$ cat config.mk
export PLATFORM = sky130hd
export DESIGN_NAME = laser_scan_ctrl
export DESIGN_NICKNAME = d
export VERILOG_FILES = /design/src/rtl/laser_pkg.sv /design/src/rtl/laser_raster_cnt.sv /design/src/rtl/laser_scan_ctrl.sv
export SDC_FILE = /design/constraint.sdc
export NUM_CORES = 1
export LEC_CHECK = 0
export BUFFER_PORTS_ARGS = -buffer_cell sky130_fd_sc_hd__buf_2
export CORE_ASPECT_RATIO = 1.25
export CORE_MARGIN = 5
export CORE_UTILIZATION = 50
export CTS_BUF_LIST = sky130_fd_sc_hd__clkbuf_8
export CTS_CLUSTER_DIAMETER = 40
export CTS_CLUSTER_SIZE = 25
export DETAILED_ROUTE_END_ITERATION = 8
export GPL_ROUTABILITY_DRIVEN = 0
export HOLD_SLACK_MARGIN = 0.1
export PLACE_DENSITY = 0.75
export SKIP_LAST_GASP = 1
export SYNTH_ARGS = -nofsm -noshare
export SYNTH_HDL_FRONTEND = slang
export SYNTH_SLANG_ARGS = --single-unit
export TNS_END_PERCENT = 5
$ cat constraint.sdc
create_clock -name CLK -period 2.59 [get_ports CLK]
set_input_delay 0.3885 -clock CLK [delete_from_list [all_inputs] [get_ports CLK]]
set_output_delay 0.3885 -clock CLK [all_outputs]
set_load 0.02 [all_outputs]
$ cat src/rtl/laser_pkg.sv
// laser_pkg -- shared definitions for the laser-coverage scan controller.
//   state_e      : controller FSM states
//   pos_t        : packed grid position {y[3:0], x[3:0]}
//   *_DEF        : default frame/batch/iteration sizing
//   batch_cnt_w  : width of a counter that must reach OBJ_NUM/PARALLEL inclusive
package laser_pkg;

    localparam int OBJ_NUM_DEF  = 40;
    localparam int PARALLEL_DEF = 5;
    localparam int MAX_ITER_DEF = 6;
    localparam int GRID_W       = 4;

    typedef enum logic [2:0] {
        S_IDLE,
        S_ISSUE,
        S_WAIT,
        S_DECIDE,
        S_OUT
    } state_e;

    typedef struct packed {
        logic [GRID_W-1:0] y;
        logic [GRID_W-1:0] x;
    } pos_t;

    // The result counter has to hold the full batch count, not just the
    // last index, so size for obj/par + 1 values.
    function automatic int batch_cnt_w(input int obj, input int par);
        return $clog2(obj / par + 1);
    endfunction

endpackage

$ cat src/rtl/laser_raster_cnt.sv
// laser_raster_cnt -- candidate centre counter over the 16x16 grid, x fastest.
//   CLK, RST : clock, synchronous active-high reset
//   clear_i  : force position to (0,0)
//   adv_i    : step to the next raster position (wraps (15,15) -> (0,0))
//   x_o, y_o : current candidate
//   wrap_o   : current candidate is the last one, (15,15)
module laser_raster_cnt
    import laser_pkg::*;
(
    input  logic              CLK,
    input  logic              RST,
    input  logic              clear_i,
    input  logic              adv_i,
    output logic [GRID_W-1:0] x_o,
    output logic [GRID_W-1:0] y_o,
    output logic              wrap_o
);

    localparam logic [GRID_W-1:0] GMAX = {GRID_W{1'b1}};

    logic [GRID_W-1:0] x_q, x_d, y_q, y_d;

    always_comb begin
        x_d = x_q;
        y_d = y_q;
        if (clear_i) begin
            x_d = '0;
            y_d = '0;
        end else if (adv_i) begin
            x_d = x_q + GRID_W'(1);
            if (x_q == GMAX) y_d = y_q + GRID_W'(1);
        end
    end

    always_ff @(posedge CLK) begin
        if (RST) begin
            x_q <= '0;
            y_q <= '0;
        end else begin
            x_q <= x_d;
            y_q <= y_d;
        end
    end

    assign x_o    = x_q;
    assign y_o    = y_q;
    assign wrap_o = (x_q == GMAX) && (y_q == GMAX);

endmodule

$ cat src/rtl/laser_scan_ctrl.sv
// laser_scan_ctrl -- sequencing controller for the laser-coverage datapath.
// Scans every grid candidate, issues the point set in PARALLEL-sized batches,
// accumulates returned coverage counts, keeps the best centre, and alternates
// refinement between the two circles for MAX_ITER iterations.
//   CLK, RST                : clock, synchronous active-high reset
//   start                   : begin a scan (accepted only in IDLE)
//   busy, clr               : not idle / datapath mask clear pulse
//   eval_valid/ready        : batch request handshake
//   eval_base, eval_cx/cy   : batch first point index and candidate centre
//   res_valid, res_cnt      : in-order batch coverage results
//   cap_best, swap          : datapath mask capture / exchange pulses
//   C1X/C1Y/C2X/C2Y, DONE   : result centres, valid only in the DONE cycle
// Build option: define LASER_EARLY_EXIT_EN to stop after two consecutive
// iterations in which the optimised centre never changed.
module laser_scan_ctrl
    import laser_pkg::*;
#(
    parameter int OBJ_NUM  = OBJ_NUM_DEF,
    parameter int PARALLEL = PARALLEL_DEF,
    parameter int MAX_ITER = MAX_ITER_DEF
) (
    input  logic       CLK,
    input  logic       RST,
    input  logic       start,
    output logic       busy,
    output logic       clr,
    output logic       eval_valid,
    input  logic       eval_ready,
    output logic [5:0] eval_base,
    output logic [3:0] eval_cx,
    output logic [3:0] eval_cy,
    input  logic       res_valid,
    input  logic [2:0] res_cnt,
    output logic       cap_best,
    output logic       swap,
    output logic [3:0] C1X,
    output logic [3:0] C1Y,
    output logic [3:0] C2X,
    output logic [3:0] C2Y,
    output logic       DONE
);

    localparam int NB  = OBJ_NUM / PARALLEL;
    localparam int NBW = batch_cnt_w(OBJ_NUM, PARALLEL);
    localparam int ITW = (MAX_ITER > 1) ? $clog2(MAX_ITER + 1) : 1;

    localparam logic [NBW-1:0] LAST_BATCH = NBW'(NB - 1);
    localparam logic [NBW-1:0] ALL_RES    = NBW'(NB);
    localparam logic [ITW-1:0] LAST_ITER  = ITW'(MAX_ITER - 1);

    state_e         state_q, state_d;
    logic [NBW-1:0] batch_q, batch_d;
    logic [NBW-1:0] seen_q, seen_d, seen_nxt;
    logic [5:0]     sum_q, sum_d, sum_nxt;
    logic [5:0]     best_q, best_d;
    logic [ITW-1:0] iter_q, iter_d;
    pos_t           pos_a_q, pos_a_d, pos_b_q, pos_b_d;
    logic           clr_q, clr_d;

    logic           cand_adv, cand_clr, cand_wrap;
    logic [3:0]     cand_x, cand_y;
    pos_t           cand;
    logic           res_take, win, stop;

`ifdef LASER_EARLY_EXIT_EN
    pos_t           pos_a0_q, pos_a0_d;   // pos_a as it stood at iteration start
    logic           chg_q, chg_d, chg_nxt;
    logic           quiet_q, quiet_d;     // previous iteration ended unchanged
`endif

    laser_raster_cnt u_raster (
        .CLK     (CLK),
        .RST     (RST),
        .clear_i (cand_clr),
        .adv_i   (cand_adv),
        .x_o     (cand_x),
        .y_o     (cand_y),
        .wrap_o  (cand_wrap)
    );

    assign cand = {cand_y, cand_x};

    // Results only count while a candidate is in flight.
    assign res_take = res_valid && (state_q == S_ISSUE || state_q == S_WAIT);
    assign seen_nxt = seen_q + NBW'(res_take);
    assign sum_nxt  = sum_q + (res_take ? 6'(res_cnt) : 6'd0);
    assign win      = (sum_q >= best_q);   // ties favour the later candidate

    always_comb begin
        state_d    = state_q;
        batch_d    = batch_q;
        seen_d     = seen_q;
        sum_d      = sum_q;
        best_d     = best_q;
        iter_d     = iter_q;
        pos_a_d    = pos_a_q;
        pos_b_d    = pos_b_q;
        clr_d      = 1'b0;
        cand_adv   = 1'b0;
        cand_clr   = 1'b0;
        eval_valid = 1'b0;
        cap_best   = 1'b0;
        swap       = 1'b0;
        stop       = 1'b0;
`ifdef LASER_EARLY_EXIT_EN
        pos_a0_d   = pos_a0_q;
        chg_d      = chg_q;
        quiet_d    = quiet_q;
        chg_nxt    = chg_q | (win && (cand != pos_a0_q));
`endif

        case (state_q)
            S_IDLE: begin
                batch_d  = '0;
                seen_d   = '0;
                sum_d    = '0;
                best_d   = '0;
                iter_d   = '0;
                pos_a_d  = '0;
                pos_b_d  = '0;
                cand_clr = 1'b1;
`ifdef LASER_EARLY_EXIT_EN
                pos_a0_d = '0;
                chg_d    = 1'b0;
                quiet_d  = 1'b0;
`endif
                if (start) begin
                    state_d = S_ISSUE;
                    clr_d   = 1'b1;
                end
            end

            S_ISSUE: begin
                eval_valid = 1'b1;
                seen_d     = seen_nxt;
                sum_d      = sum_nxt;
                if (eval_ready) begin
                    if (batch_q == LAST_BATCH) begin
                        batch_d = '0;
                        // With a same-cycle result path every result may
                        // already be in; WAIT would only cost a cycle.
                        state_d = (seen_nxt == ALL_RES) ? S_DECIDE : S_WAIT;
                    end else begin
                        batch_d = batch_q + NBW'(1);
                    end
                end
            end

            S_WAIT: begin
                seen_d = seen_nxt;
                sum_d  = sum_nxt;
                if (seen_nxt == ALL_RES) state_d = S_DECIDE;
            end

            S_DECIDE: begin
                cand_adv = 1'b1;
                seen_d   = '0;
                sum_d    = '0;
                if (win) begin
                    cap_best = 1'b1;
                    best_d   = sum_q;
                    pos_a_d  = cand;
                end
`ifdef LASER_EARLY_EXIT_EN
                chg_d = chg_nxt;
`endif
                if (cand_wrap) begin
                    // Iteration end: the circle just optimised becomes the
                    // fixed one and the other circle is refined next.
                    swap    = 1'b1;
                    pos_a_d = pos_b_q;
                    pos_b_d = win ? cand : pos_a_q;
                    best_d  = '0;
                    iter_d  = iter_q + ITW'(1);
                    stop    = (iter_q == LAST_ITER);
`ifdef LASER_EARLY_EXIT_EN
                    if (!chg_nxt && quiet_q) stop = 1'b1;
                    quiet_d  = !chg_nxt;
                    chg_d    = 1'b0;
                    pos_a0_d = pos_b_q;
`endif
                    state_d = stop ? S_OUT : S_ISSUE;
                end else begin
                    state_d = S_ISSUE;
                end
            end

            S_OUT:   state_d = S_IDLE;
            default: state_d = S_IDLE;
        endcase
    end

    always_ff @(posedge CLK) begin
        if (RST) begin
            state_q  <= S_IDLE;
            batch_q  <= '0;
            seen_q   <= '0;
            sum_q    <= '0;
            best_q   <= '0;
            iter_q   <= '0;
            pos_a_q  <= '0;
            pos_b_q  <= '0;
            clr_q    <= 1'b0;
`ifdef LASER_EARLY_EXIT_EN
            pos_a0_q <= '0;
            chg_q    <= 1'b0;
            quiet_q  <= 1'b0;
`endif
        end else begin
            state_q  <= state_d;
            batch_q  <= batch_d;
            seen_q   <= seen_d;
            sum_q    <= sum_d;
            best_q   <= best_d;
            iter_q   <= iter_d;
            pos_a_q  <= pos_a_d;
            pos_b_q  <= pos_b_d;
            clr_q    <= clr_d;
`ifdef LASER_EARLY_EXIT_EN
            pos_a0_q <= pos_a0_d;
            chg_q    <= chg_d;
            quiet_q  <= quiet_d;
`endif
        end
    end

    assign busy      = (state_q != S_IDLE);
    assign clr       = clr_q;
    assign DONE      = (state_q == S_OUT);
    assign eval_base = 6'(int'(batch_q) * PARALLEL);
    assign eval_cx   = cand_x;
    assign eval_cy   = cand_y;
    assign C1X       = DONE ? pos_a_q.x : 4'd0;
    assign C1Y       = DONE ? pos_a_q.y : 4'd0;
    assign C2X       = DONE ? pos_b_q.x : 4'd0;
    assign C2Y       = DONE ? pos_b_q.y : 4'd0;

endmodule
==> results.toml <==
[timing]
holdWs_ns = 0.350
timing.final.max_slew_violations = 0
slew_headroom = 0.557
finClkSkew_ns = 0.00580
fin_crit_sh = 0.876
hold_viol = 0
setup_violations = 0
tns_ns = 0
fin_crit_ns = 2.27
max_slew.worst_pin.slew_ns = 0.660
rsz0062_at_grt = "false"
timing.fmax_mhz = 441

[detailed_routing]
wl_um = 6810
via_count = 2592
detail-route-antenna-nets = 0
drt_iter0_drc = 154
viasPerCell = 5.65
remaining_drc_errors = 0
firstDrtPassIters = 5
wl_per_cell_um = 14.8

[yosys]
ys_ff_latch = 51
synthCells = 354
postSynth.asyncResetShare = 0
yosys_warnings = 0
synth_area_per_cell_um2 = 8.07
synth_top_area_share = 0.358
syn_area_um2 = 2860
syn_nets = 383
yosysTopAreaCell = "dfxtp_1"
synth_area_leaders = "dfxtp_1, ha_1, nand2_1, a21oi_1, and2_1"
synth.most_common_cell = "dfxtp_1"
synth_common_cells = "dfxtp_1, nand2_1, a21oi_1, nor2_1, and2_1"
synth_edf_count = 0
synth.distinct_cells = 40
synth_ff_type = "dfxtp_1"
ys_seq_area_frac = 0.358

[run]
cap_violations = 0

[cts]
cts_sinks = 51
cts_max_level = 2
path_clk_slew_ns = 0.09
cts_hold_buf = 0
cts-root-buf = "clkbuf_8"
post_cts_buffers = 0
clk_path_buf_depth = 2
cts-buffers-inserted = 5
cts_tree = "yes"
clk_latency_ns = 0.31
ctsResizeCount = 0

[power]
p_per_area_nw_per_um2 = 459
p_switching_uw = 345
p_leak_nw = 1.44
intPower_mw = 1.15
power_frac_comb = 0.073
swShare = 0.231
ir_drop_mv = 0.341
power_frac_seq = 0.538
p_clk_frac = 0.389

[hold_path]
min_path_type = "in2reg"
min_to = "clr"
hold_path.startpoint = "start"
min_path_cells = 2

[grt]
grt_overflow = 0
grt_pass1_vias = 2563
grt_pass1_wl_um = 11700
grt_max_degree = 29
track_usage = 0.192
antenna_found_initial = 0

[floorplanning]
core-area_um2 = 5480
io_pins = 44
dieArea_um2 = 7330
die_w_um = 77.6
die_y_um = 94.5
initial_core_util = 0.521
rows = 30

[critical_path]
cp-end-kind = "output port"
worstPathArrival_ns = 1.88
cp_cell_sequence = "inv_1 > ha_1 > nand2b_1 > a21oi_1 > o221ai_2 > and2_1 > buf_2"
r2r-end = "state_q[0]"
r2r_slack_ns = 0.52
crit_path_max_fanout = 7
cpMaxStageDelayCell = "dfxtp_1"
critPathLaunchType = "flop"
max_stage_delay_ns = 0.38
reg2reg_from = "state_q[1]"
critical_path_class = "reg2out"
crit_required_ns = 2.20
reg2reg_depth = 9

[final_layout]
area_growth_syn_to_layout_pct = 13.8
diodes = 0
final_core_util = 0.593
drive_above_1_share = 0.180
fin_area_um2 = 3250
nNetsFinal = 423
nFillCells = 501
regArea_um2 = 1020
multi_input_area_um2 = 1670

[placement]
place_area_um2 = 3130
post-dp-hpwl_um = 4720
io_buffer_count = 43

[outcome]
status = "complete, no violations"
==> cell type report <==
| cell class | instances | share of cell area |
|---|---|---|
| Sequential cell | 51 | 0.314 |
| Tap cell | 64 | 0.0246 |
| Clock inverter | 2 | 0.0108 |
| Inverter | 15 | 0.0173 |
| Clock buffer | 6 | 0.0254 |
| Multi-Input combinational cell | 266 | 0.514 |
| Timing Repair Buffer | 55 | 0.0939 |
==> worst max-delay path, delay by kind of cell (launching register included) <==
family,cells,cell delay (ns)
AOI/OAI and AO/OA,2,0.30
adders and majority gates,1,0.27
and+or+nand+nor,2,0.38
DFF,1,0.38
buffers and inverters,2,0.24
==> routing by layer <==
| metal | part of all wire | up-vias | GRT usage |
|---|---|---|---|
| met4 | 0.018 | 0 | 0.0917 |
| li1 | - | 1292 | - |
| met5 | 0 | - | 0 |
| met1 | 0.44 | 1201 | 0.229 |
| met2 | 0.48 | 89 | 0.329 |
| met3 | 0.066 | 10 | 0.0372 |
==> state kept, by name (all words and copies together), names as in the netlist <==
signal and cells:
pos_a_q 8, batch_q 4, iter_q 3, u_raster.y_o 4, pos_b_q 8, best_q 6, sum_q 6, state_q 3
seen_q 4, clr 1, u_raster.x_o 4
==> worst max-delay path by stage <==
stage / to / startpoint / depth (start not counted)
after floorplan: sum_q[5] / state_q[2] / 11
after global placement: sum_q[4] / state_q[0] / 9
after detailed placement: sum_q[4] / state_q[0] / 9
after CTS: cap_best / sum_q[0] / 7
after global routing: cap_best / sum_q[0] / 7
final: cap_best / sum_q[0] / 7
==> cell usage in the layout, fill, tap and decap left out, types with 4 or more instances in the layout <==
cell,instances
a21oi_1,28
nand3_1,6
nand4_1,11
buf_2,43
xor2_1,8
nor3_1,17
nand2_1,48
and2_1,20
nor2_1,23
o21ai_1,15
mux2i_1,8
nand2b_1,4
dfxtp_1,51
clkbuf_8,6
ha_1,19
o21ai_0,13
a211oi_1,8
or3_1,6
buf_4,12
inv_1,14
xnor2_1,8
and3_1,6
==> cell families after synthesis <==
logic type	Yosys count	share of synthesized area
AND/OR/NAND/NOR	153	0.276
XOR/XNOR	16	0.0491
multiplexers	8	0.0280
buffers and inverters	37	0.0574
AO/OA/AOI/OAI	68	0.135
adder cells (fa/ha/maj)	21	0.0973
flip-flops	51	0.358
==> metrics by stage <==
step / std cells / setup slack (ns) / total power, mW
2_1_floorplan: 354 / 0.379 / 0.895
3_3_place_gp: 451 / 0.603 / 0.926
3_5_place_dp: 451 / 0.551 / 0.928
4_1_cts: 459 / 0.296 / 1.50
5_1_grt: 459 / 0.205 / 1.55
6_report: 459 / 0.322 / 1.49
==> power by group through the flow <==
stage / registers [mW] / clock network (mW) / logic, mW
floorplan: 0.820 / 0 / 0.0753
finish: 0.803 / 0.580 / 0.108
global placement: 0.820 / 0 / 0.106
CTS: 0.802 / 0.592 / 0.108
global route: 0.804 / 0.626 / 0.120
detailed placement: 0.820 / 0 / 0.108
(Power assumes the default switching activity.)
